## config.mk

```make
export PLATFORM = sky130hd
export DESIGN_NAME = jzjpcc_mmio_uart_tx
export DESIGN_NICKNAME = d
export VERILOG_FILES = /design/src/rtl/jzjpcc_uart_pkg.sv /design/src/rtl/jzjpcc_fifo.sv /design/src/rtl/jzjpcc_mmio_uart_tx.sv
export SDC_FILE = /design/constraint.sdc
export NUM_CORES = 1
export LEC_CHECK = 0
export BUFFER_PORTS_ARGS = -buffer_cell sky130_fd_sc_hd__buf_2
export CELL_PAD_IN_SITES_DETAIL_PLACEMENT = 0
export CELL_PAD_IN_SITES_GLOBAL_PLACEMENT = 1
export CORE_MARGIN = 2
export CORE_UTILIZATION = 47
export CTS_BUF_LIST = sky130_fd_sc_hd__clkbuf_8
export DETAILED_ROUTE_END_ITERATION = 10
export PLACE_DENSITY_LB_ADDON = 0.1
export SETUP_SLACK_MARGIN = 0.1
export SLEW_MARGIN = 5
export SYNTH_ARGS = -nofsm -noshare
export SYNTH_HDL_FRONTEND = slang
export SYNTH_SLANG_ARGS = --single-unit
export TNS_END_PERCENT = 50
```

## constraint.sdc

```tcl
create_clock -name clock -period 3.32 [get_ports clock]
set_clock_uncertainty 0.1 [all_clocks]
set_input_delay 0.332 -clock clock [delete_from_list [all_inputs] [get_ports clock]]
set_output_delay 0.332 -clock clock [all_outputs]
set_load 0.1 [all_outputs]
```

## src/rtl/jzjpcc_uart_pkg.sv

```systemverilog
// Shared definitions for the MMIO UART transmitter: FSM states, command and
// status bit positions, and the baud divisor calculation.
package jzjpcc_uart_pkg;

  typedef enum logic [1:0] {
    ST_IDLE,
    ST_START,
    ST_DATA,
    ST_STOP
  } tx_state_t;

  // txCommand fields
  localparam int CMD_TOGGLE_BIT = 31;
  localparam int CMD_CLEAR_BIT  = 30;
  localparam int CMD_DATA_MSB   = 7;
  localparam int CMD_DATA_LSB   = 0;

  // txStatus fields
  localparam int STAT_ACK_BIT   = 31;
  localparam int STAT_OVF_BIT   = 2;
  localparam int STAT_FULL_BIT  = 1;
  localparam int STAT_BUSY_BIT  = 0;
  localparam int STAT_COUNT_MSB = 16;
  localparam int STAT_COUNT_LSB = 8;
  localparam int STAT_COUNT_W   = STAT_COUNT_MSB - STAT_COUNT_LSB + 1;

  // Clock cycles per serial bit, rounded down.
  function automatic int calc_baud_div(input int clock_freq_hz, input int baud_rate);
    return clock_freq_hz / baud_rate;
  endfunction

endpackage

```

## src/rtl/jzjpcc_fifo.sv

```systemverilog
// Small synchronous FIFO with wrap-around pointers. Pushes while full and
// pops while empty are ignored. The head entry is readable combinationally
// so a consumer can pop and use the data at the same edge.
module jzjpcc_fifo
  import jzjpcc_uart_pkg::*;
#(
  parameter int WIDTH = 8,
  parameter int DEPTH = 16
) (
  input  logic                     clock,
  input  logic                     reset,
  input  logic                     push,
  input  logic [WIDTH-1:0]         push_data,
  input  logic                     pop,
  output logic [WIDTH-1:0]         pop_data,
  output logic                     full,
  output logic                     empty,
  output logic [$clog2(DEPTH):0]   count
);

  localparam int AW = $clog2(DEPTH);
  localparam logic [AW:0] FULL_COUNT = (AW + 1)'(DEPTH);

  logic [WIDTH-1:0] mem [DEPTH];
  logic [AW-1:0]    wr_ptr;
  logic [AW-1:0]    rd_ptr;
  logic [AW:0]      count_reg;
  logic             do_push;
  logic             do_pop;

  assign full     = (count_reg == FULL_COUNT);
  assign empty    = (count_reg == '0);
  assign count    = count_reg;
  assign pop_data = mem[rd_ptr];
  assign do_push  = push && !full;
  assign do_pop   = pop && !empty;

  // Storage array: written on accepted pushes only, never reset.
  always_ff @(posedge clock) begin
    if (do_push) begin
      mem[wr_ptr] <= push_data;
    end
  end

  // Pointer and occupancy bookkeeping; pointers wrap naturally (power-of-two depth).
  always_ff @(posedge clock or negedge reset) begin
    if (!reset) begin
      wr_ptr    <= '0;
      rd_ptr    <= '0;
      count_reg <= '0;
    end else begin
      if (do_push) begin
        wr_ptr <= wr_ptr + AW'(1);
      end
      if (do_pop) begin
        rd_ptr <= rd_ptr + AW'(1);
      end
      case ({do_push, do_pop})
        2'b10:   count_reg <= count_reg + (AW + 1)'(1);
        2'b01:   count_reg <= count_reg - (AW + 1)'(1);
        default: count_reg <= count_reg;
      endcase
    end
  end

endmodule

```

## src/rtl/jzjpcc_mmio_uart_tx.sv

```systemverilog
// MMIO-driven 8N1 UART transmitter. Software flips txCommand[31] to issue a
// command (enqueue a byte or clear the overflow flag); the core watches
// txStatus[31] to see the command acknowledged.
module jzjpcc_mmio_uart_tx
  import jzjpcc_uart_pkg::*;
#(
  parameter int CLOCK_FREQ_HZ = 50000000,
  parameter int BAUD_RATE     = 115200,
  parameter int FIFO_DEPTH    = 16
) (
  input  logic        clock,
  input  logic        reset,
  input  logic [31:0] txCommand,
  output logic [31:0] txStatus,
  output logic        txd
);

  localparam int BAUD_DIV = calc_baud_div(CLOCK_FREQ_HZ, BAUD_RATE);
  localparam int BAUD_W   = (BAUD_DIV > 2) ? $clog2(BAUD_DIV) : 1;
  localparam logic [BAUD_W-1:0] BAUD_LAST = BAUD_W'(BAUD_DIV - 1);
  localparam int CNT_W    = $clog2(FIFO_DEPTH) + 1;
  localparam logic [CNT_W-1:0] FULL_COUNT = CNT_W'(FIFO_DEPTH);

  if (BAUD_DIV < 2) begin : g_bad_baud
    $error("jzjpcc_mmio_uart_tx: CLOCK_FREQ_HZ / BAUD_RATE must be at least 2");
  end
  if (FIFO_DEPTH < 2 || FIFO_DEPTH > 256 || (FIFO_DEPTH & (FIFO_DEPTH - 1)) != 0) begin : g_bad_depth
    $error("jzjpcc_mmio_uart_tx: FIFO_DEPTH must be a power of two in 2..256");
  end

  // Command decode
  logic       cmd_toggle;
  logic       cmd_clear;
  logic [7:0] cmd_data;
  logic       cmd_valid;
  logic       unused_cmd_bits;

  assign cmd_toggle      = txCommand[CMD_TOGGLE_BIT];
  assign cmd_clear       = txCommand[CMD_CLEAR_BIT];
  assign cmd_data        = txCommand[CMD_DATA_MSB:CMD_DATA_LSB];
  assign unused_cmd_bits = ^txCommand[29:8];

  // Registered state
  logic        last_toggle;
  logic        overflow;
  tx_state_t   state;
  logic [BAUD_W-1:0] baud_cnt;
  logic [2:0]  bit_idx;
  logic [7:0]  shift;
  logic        txd_reg;
  logic [31:0] status_reg;

  // Next-state values
  logic        overflow_next;
  tx_state_t   state_next;
  logic [BAUD_W-1:0] baud_cnt_next;
  logic [2:0]  bit_idx_next;
  logic [7:0]  shift_next;
  logic        txd_next;
  logic [31:0] status_next;
  logic [CNT_W-1:0] count_next;

  // FIFO interface
  logic             fifo_push;
  logic             fifo_pop;
  logic [7:0]       fifo_head;
  logic             fifo_full;
  logic             fifo_empty;
  logic [CNT_W-1:0] fifo_count;

  // Fullness is judged on the pre-edge count, so a same-edge pop never rescues a push.
  assign cmd_valid = (cmd_toggle != last_toggle);
  assign fifo_push = cmd_valid && !cmd_clear && !fifo_full;

  jzjpcc_fifo #(
    .WIDTH(8),
    .DEPTH(FIFO_DEPTH)
  ) u_fifo (
    .clock     (clock),
    .reset     (reset),
    .push      (fifo_push),
    .push_data (cmd_data),
    .pop       (fifo_pop),
    .pop_data  (fifo_head),
    .full      (fifo_full),
    .empty     (fifo_empty),
    .count     (fifo_count)
  );

  // Sticky overflow: set by a dropped byte, cleared only by a clear command.
  always_comb begin
    overflow_next = overflow;
    if (cmd_valid && cmd_clear) begin
      overflow_next = 1'b0;
    end else if (cmd_valid && fifo_full) begin
      overflow_next = 1'b1;
    end
  end

  // Transmit FSM next state, shifter, pop request and registered line level.
  always_comb begin
    state_next    = state;
    baud_cnt_next = baud_cnt;
    bit_idx_next  = bit_idx;
    shift_next    = shift;
    fifo_pop      = 1'b0;
    unique case (state)
      ST_IDLE: begin
        if (!fifo_empty) begin
          fifo_pop      = 1'b1;
          shift_next    = fifo_head;
          state_next    = ST_START;
          baud_cnt_next = '0;
          bit_idx_next  = '0;
        end
      end
      ST_START: begin
        if (baud_cnt == BAUD_LAST) begin
          state_next    = ST_DATA;
          baud_cnt_next = '0;
          bit_idx_next  = '0;
        end else begin
          baud_cnt_next = baud_cnt + BAUD_W'(1);
        end
      end
      ST_DATA: begin
        if (baud_cnt == BAUD_LAST) begin
          baud_cnt_next = '0;
          if (bit_idx == 3'd7) begin
            state_next   = ST_STOP;
            bit_idx_next = '0;
          end else begin
            bit_idx_next = bit_idx + 3'd1;
          end
        end else begin
          baud_cnt_next = baud_cnt + BAUD_W'(1);
        end
      end
      ST_STOP: begin
        if (baud_cnt == BAUD_LAST) begin
          baud_cnt_next = '0;
          bit_idx_next  = '0;
          if (!fifo_empty) begin
            // Chain straight into the next frame with no idle bit.
            fifo_pop   = 1'b1;
            shift_next = fifo_head;
            state_next = ST_START;
          end else begin
            state_next = ST_IDLE;
          end
        end else begin
          baud_cnt_next = baud_cnt + BAUD_W'(1);
        end
      end
      default: begin
        state_next = ST_IDLE;
      end
    endcase

    unique case (state_next)
      ST_START: txd_next = 1'b0;
      ST_DATA:  txd_next = shift_next[bit_idx_next];
      default:  txd_next = 1'b1;
    endcase
  end

  // Status word built from post-edge values so software sees the edge's effect one cycle later.
  always_comb begin
    count_next                                = fifo_count + CNT_W'(fifo_push) - CNT_W'(fifo_pop);
    status_next                               = '0;
    status_next[STAT_ACK_BIT]                 = cmd_toggle;
    status_next[STAT_OVF_BIT]                 = overflow_next;
    status_next[STAT_FULL_BIT]                = (count_next == FULL_COUNT);
    status_next[STAT_BUSY_BIT]                = (count_next != '0) || (state_next != ST_IDLE);
    status_next[STAT_COUNT_MSB:STAT_COUNT_LSB] = STAT_COUNT_W'(count_next);
  end

  // State registers; reset forces the line idle immediately, even mid-frame.
  always_ff @(posedge clock or negedge reset) begin
    if (!reset) begin
      last_toggle <= 1'b0;
      overflow    <= 1'b0;
      state       <= ST_IDLE;
      baud_cnt    <= '0;
      bit_idx     <= '0;
      shift       <= '0;
      txd_reg     <= 1'b1;
      status_reg  <= '0;
    end else begin
      last_toggle <= cmd_toggle;
      overflow    <= overflow_next;
      state       <= state_next;
      baud_cnt    <= baud_cnt_next;
      bit_idx     <= bit_idx_next;
      shift       <= shift_next;
      txd_reg     <= txd_next;
      status_reg  <= status_next;
    end
  end

  assign txd      = txd_reg;
  assign txStatus = status_reg;

endmodule

```

==> key figures <==
Flow run
  – Max Cap Violations: 0

Finish
  – Diode count: 0
  – Filler-free cell count of the finished design: 830
  – Final #Nets: 657
  – Area occupied by multi-input gates: 2610 sq um
  – Fill count: 1337
  – Area grow syn2layout: 14.2%
  – Max reg flops: 128
  – Reg area: 4970 sq um
  – Post-route cell area: 8950 sq um
  – Final Util: 54.4%
  – Layout cells sized above 1: 24.3%
  – Top reg by flops: u_fifo.mem

Synthesis
  – XOR/XNOR Fraction of Synth Area: 1.90%
  – Mapped cell area: 7840 sq um
  – Synth Area in Adders: 4.34%
  – Avg Cell Area, Syn: 15.0 sq um
  – Top FF cell, synth: edfxtp_1
  – Synth Register Bits: 173
  – Warnings, synthesis: 0
  – Sequential area share after synthesis: 63.4%
  – Post-synth EDFFs: 128
  – Share of the synthesized area in the top cell type: 49.0%
  – Most numerous cell in the Yosys netlist: edfxtp_1
  – Area contributors post-synth: edfxtp_1 49%, dfrtp_1 14%, ha_1 3.8%, mux4_2 3.4%, mux4_1 3.4%
  – Top post-synthesis cells by count: 128 x edfxtp_1, 44 x dfrtp_1, 30 x inv_1, 30 x nand2_1, 26 x buf_4
  – Synth Area in Compound Gates: 7.25%
  – Synth Area in Simple Gates: 7.54%
  – Synth async-reset ratio: 26.0%
  – Combinational family with the most area after synthesis: multiplexers
  – Mapped Cells: 523
  – Multiplexer share of the synthesized area: 9.74%
  – Yosys top cell by area: edfxtp_1
  – Distinct cells, synth: 65

Routing
  – Pre-antenna DRT Iters: 4
  – Antenna-violating nets left: 0
  – DR iter-0 viols: 310
  – Avg WL per Cell: 19.0 um
  – Via Count: 4375
  – DR DRC count: 0
  – Total Routed Length: 15700 um
  – DR vias/cell: 5.27

Global route
  – Tot GR Track Use: 19.1%
  – Largest net degree at the start of global routing: 46
  – Congestion Overflow GR: 0
  – Vias in the first global route: 4442
  – Initial antenna violation count: 0
  – First-pass GRT wire length: 25000 um

Critical path
  – CP Class: reg2reg
  – Reg2Reg Setup Slack: -0.05 ns
  – Reg2reg end: txStatus[0]
  – Setup crit start: baud_cnt[1]
  – RR Startpoint: baud_cnt[1]
  – Worst EP required: 3.55 ns
  – Reg2Reg Depth: 12
  – Worst EP arrival: 3.60 ns
  – Critical path fanouts, max: 2
  – Type of origin of the critical path: register
  – Setup crit end kind: register

Clock tree
  – CTS Sinks: 173
  – Root buffer cell: clkbuf_8
  – CTS H-Tree Depth: 4
  – Worst-path clk slew: 0.10 ns
  – CTS Buffer Depth: 2
  – Clk_lat worst skew: 0.46 ns
  – CTS Buf Count: 17
  – CTS tree: done

Pwr
  – Worst vdd ir: 0.000701 V
  – Power density over the cells: 842 nW/um^2
  – Tot Pwr: 7.54 mW
  – Leakage: 3.50 nW

Status
  – Violated checks: setup timing
  – Status: finished, violations left

Place
  – Gpl congestion: 0.765
  – Placed cells: 791
  – DP Area: 8390 sq um
  – # port buffers: 21
  – Post-DP HPWL: 10600 um
  – Setup WS pre-CTS: -0.217 ns

STA
  – Max-slew headroom: 30.2%
  – # setup viols final: 1
  – Final worst slack: -0.0510 ns
  – Max Slew Vio Count: 0
  – Tmin final: 3.37 ns
  – Fin crit share: 102%
  – Count of final hold-check violations: 0
  – Post-route setup TNS: -0.0510 ns
  – Max Fclk: 0.297 GHz
  – Least-Margin Pin Slew: 1.05 ns
  – RSZ-0062 raised after global routing: true
  – Worst hold slack: 0.140 ns

Floorplan
  – Core area: 16500 sq um
  – Die Ht: 133 um
  – Die Wd: 133 um
  – Die ar.: 17700 sq um
  – # rows: 47
  – Initial Util: 47.6%
  – Io pins: 67

Hold path
  – Worst Hold End: u_fifo.mem[12][1]
  – Hold wc startpoint: txCommand[1]
  – Hold Path Depth: 1
  – Type of the most critical hold path: in2reg
cell families after synthesis:
kind of cell	Yosys count
DFF	173
and+or+nand+nor	107
buffers and inverters	78
AOI/OAI and AO/OA	76
muxes	45
adders and majority gates	26
xor gates and xnor gates	17
other	1
what timing repair did:
action,in CTS,in global routing
gates resized for setup,7,13
hold buffers,3,0
cloned,0,0
setup buffers,2,2
pin swaps,3,5
endpoints found under the hold margin,43,0
endpoints found under the setup margin,2,2
how the worst max path moves through the flow:
stage,end,cells past startpoint
after floorplan,txStatus[0],13
after global placement,txStatus[0],12
after detailed placement,txStatus[0],12
after CTS,txStatus[0],12
after global routing,txStatus[0],16
final,txStatus[0],12
area by class of cell:
type | instances | area share, %
sequential | 173 | 55.5
clock buffer | 17 | 2.61
tap | 220 | 3.08
multi-input combinational | 294 | 29.2
timing repair buffer | 80 | 6.35
inverter | 31 | 1.30
clock inverter | 15 | 1.92
cells in the final DEF (no fill, tap or decap), drive strengths merged, types with 4 or more instances in the layout:
cell type,count
a211oi,4
a21o,4
a21oi,10
a221o,6
a221oi,8
a22o,5
a22oi,4
and2,6
and3,8
buf,77
clkbuf,17
clkinv,6
conb,23
dfrtp,44
edfxtp,128
ha,24
inv,39
mux2i,23
mux4,22
nand2,30
nand2b,5
nand3,7
nand3b,5
nor2,16
nor3,8
nor4,4
o21ai,18
xnor2,9
xor2,8
metal layers:
metal / vias to the layer above / global-route usage (%) / routed length, um
li1: 2087 / - / -
met1: 2184 / 24.4 / 6840
met2: 88 / 33.6 / 8150
met3: 16 / 3.92 / 612
met4: 0 / 4.96 / 151
met5: - / 0 / 0
power breakdown:
part	switching (mW)	internal, mW
clock	0.843	0.635
sequential	0.189	2.61
combinational	1.91	1.36
worst max-delay path: stages, from the launching register on:
cell	delay (ns)
dfrtp_1	0.40
inv_2	0.08
ha_4	0.13
and4b_2	0.25
a31oi_4	0.11
or3_4	0.35
inv_2	0.07
ha_4	0.19
inv_2	0.06
ha_4	0.13
fa_2	0.43
or4_4	0.52
or4_4	0.41
Power figures use the tool's default switching activity.
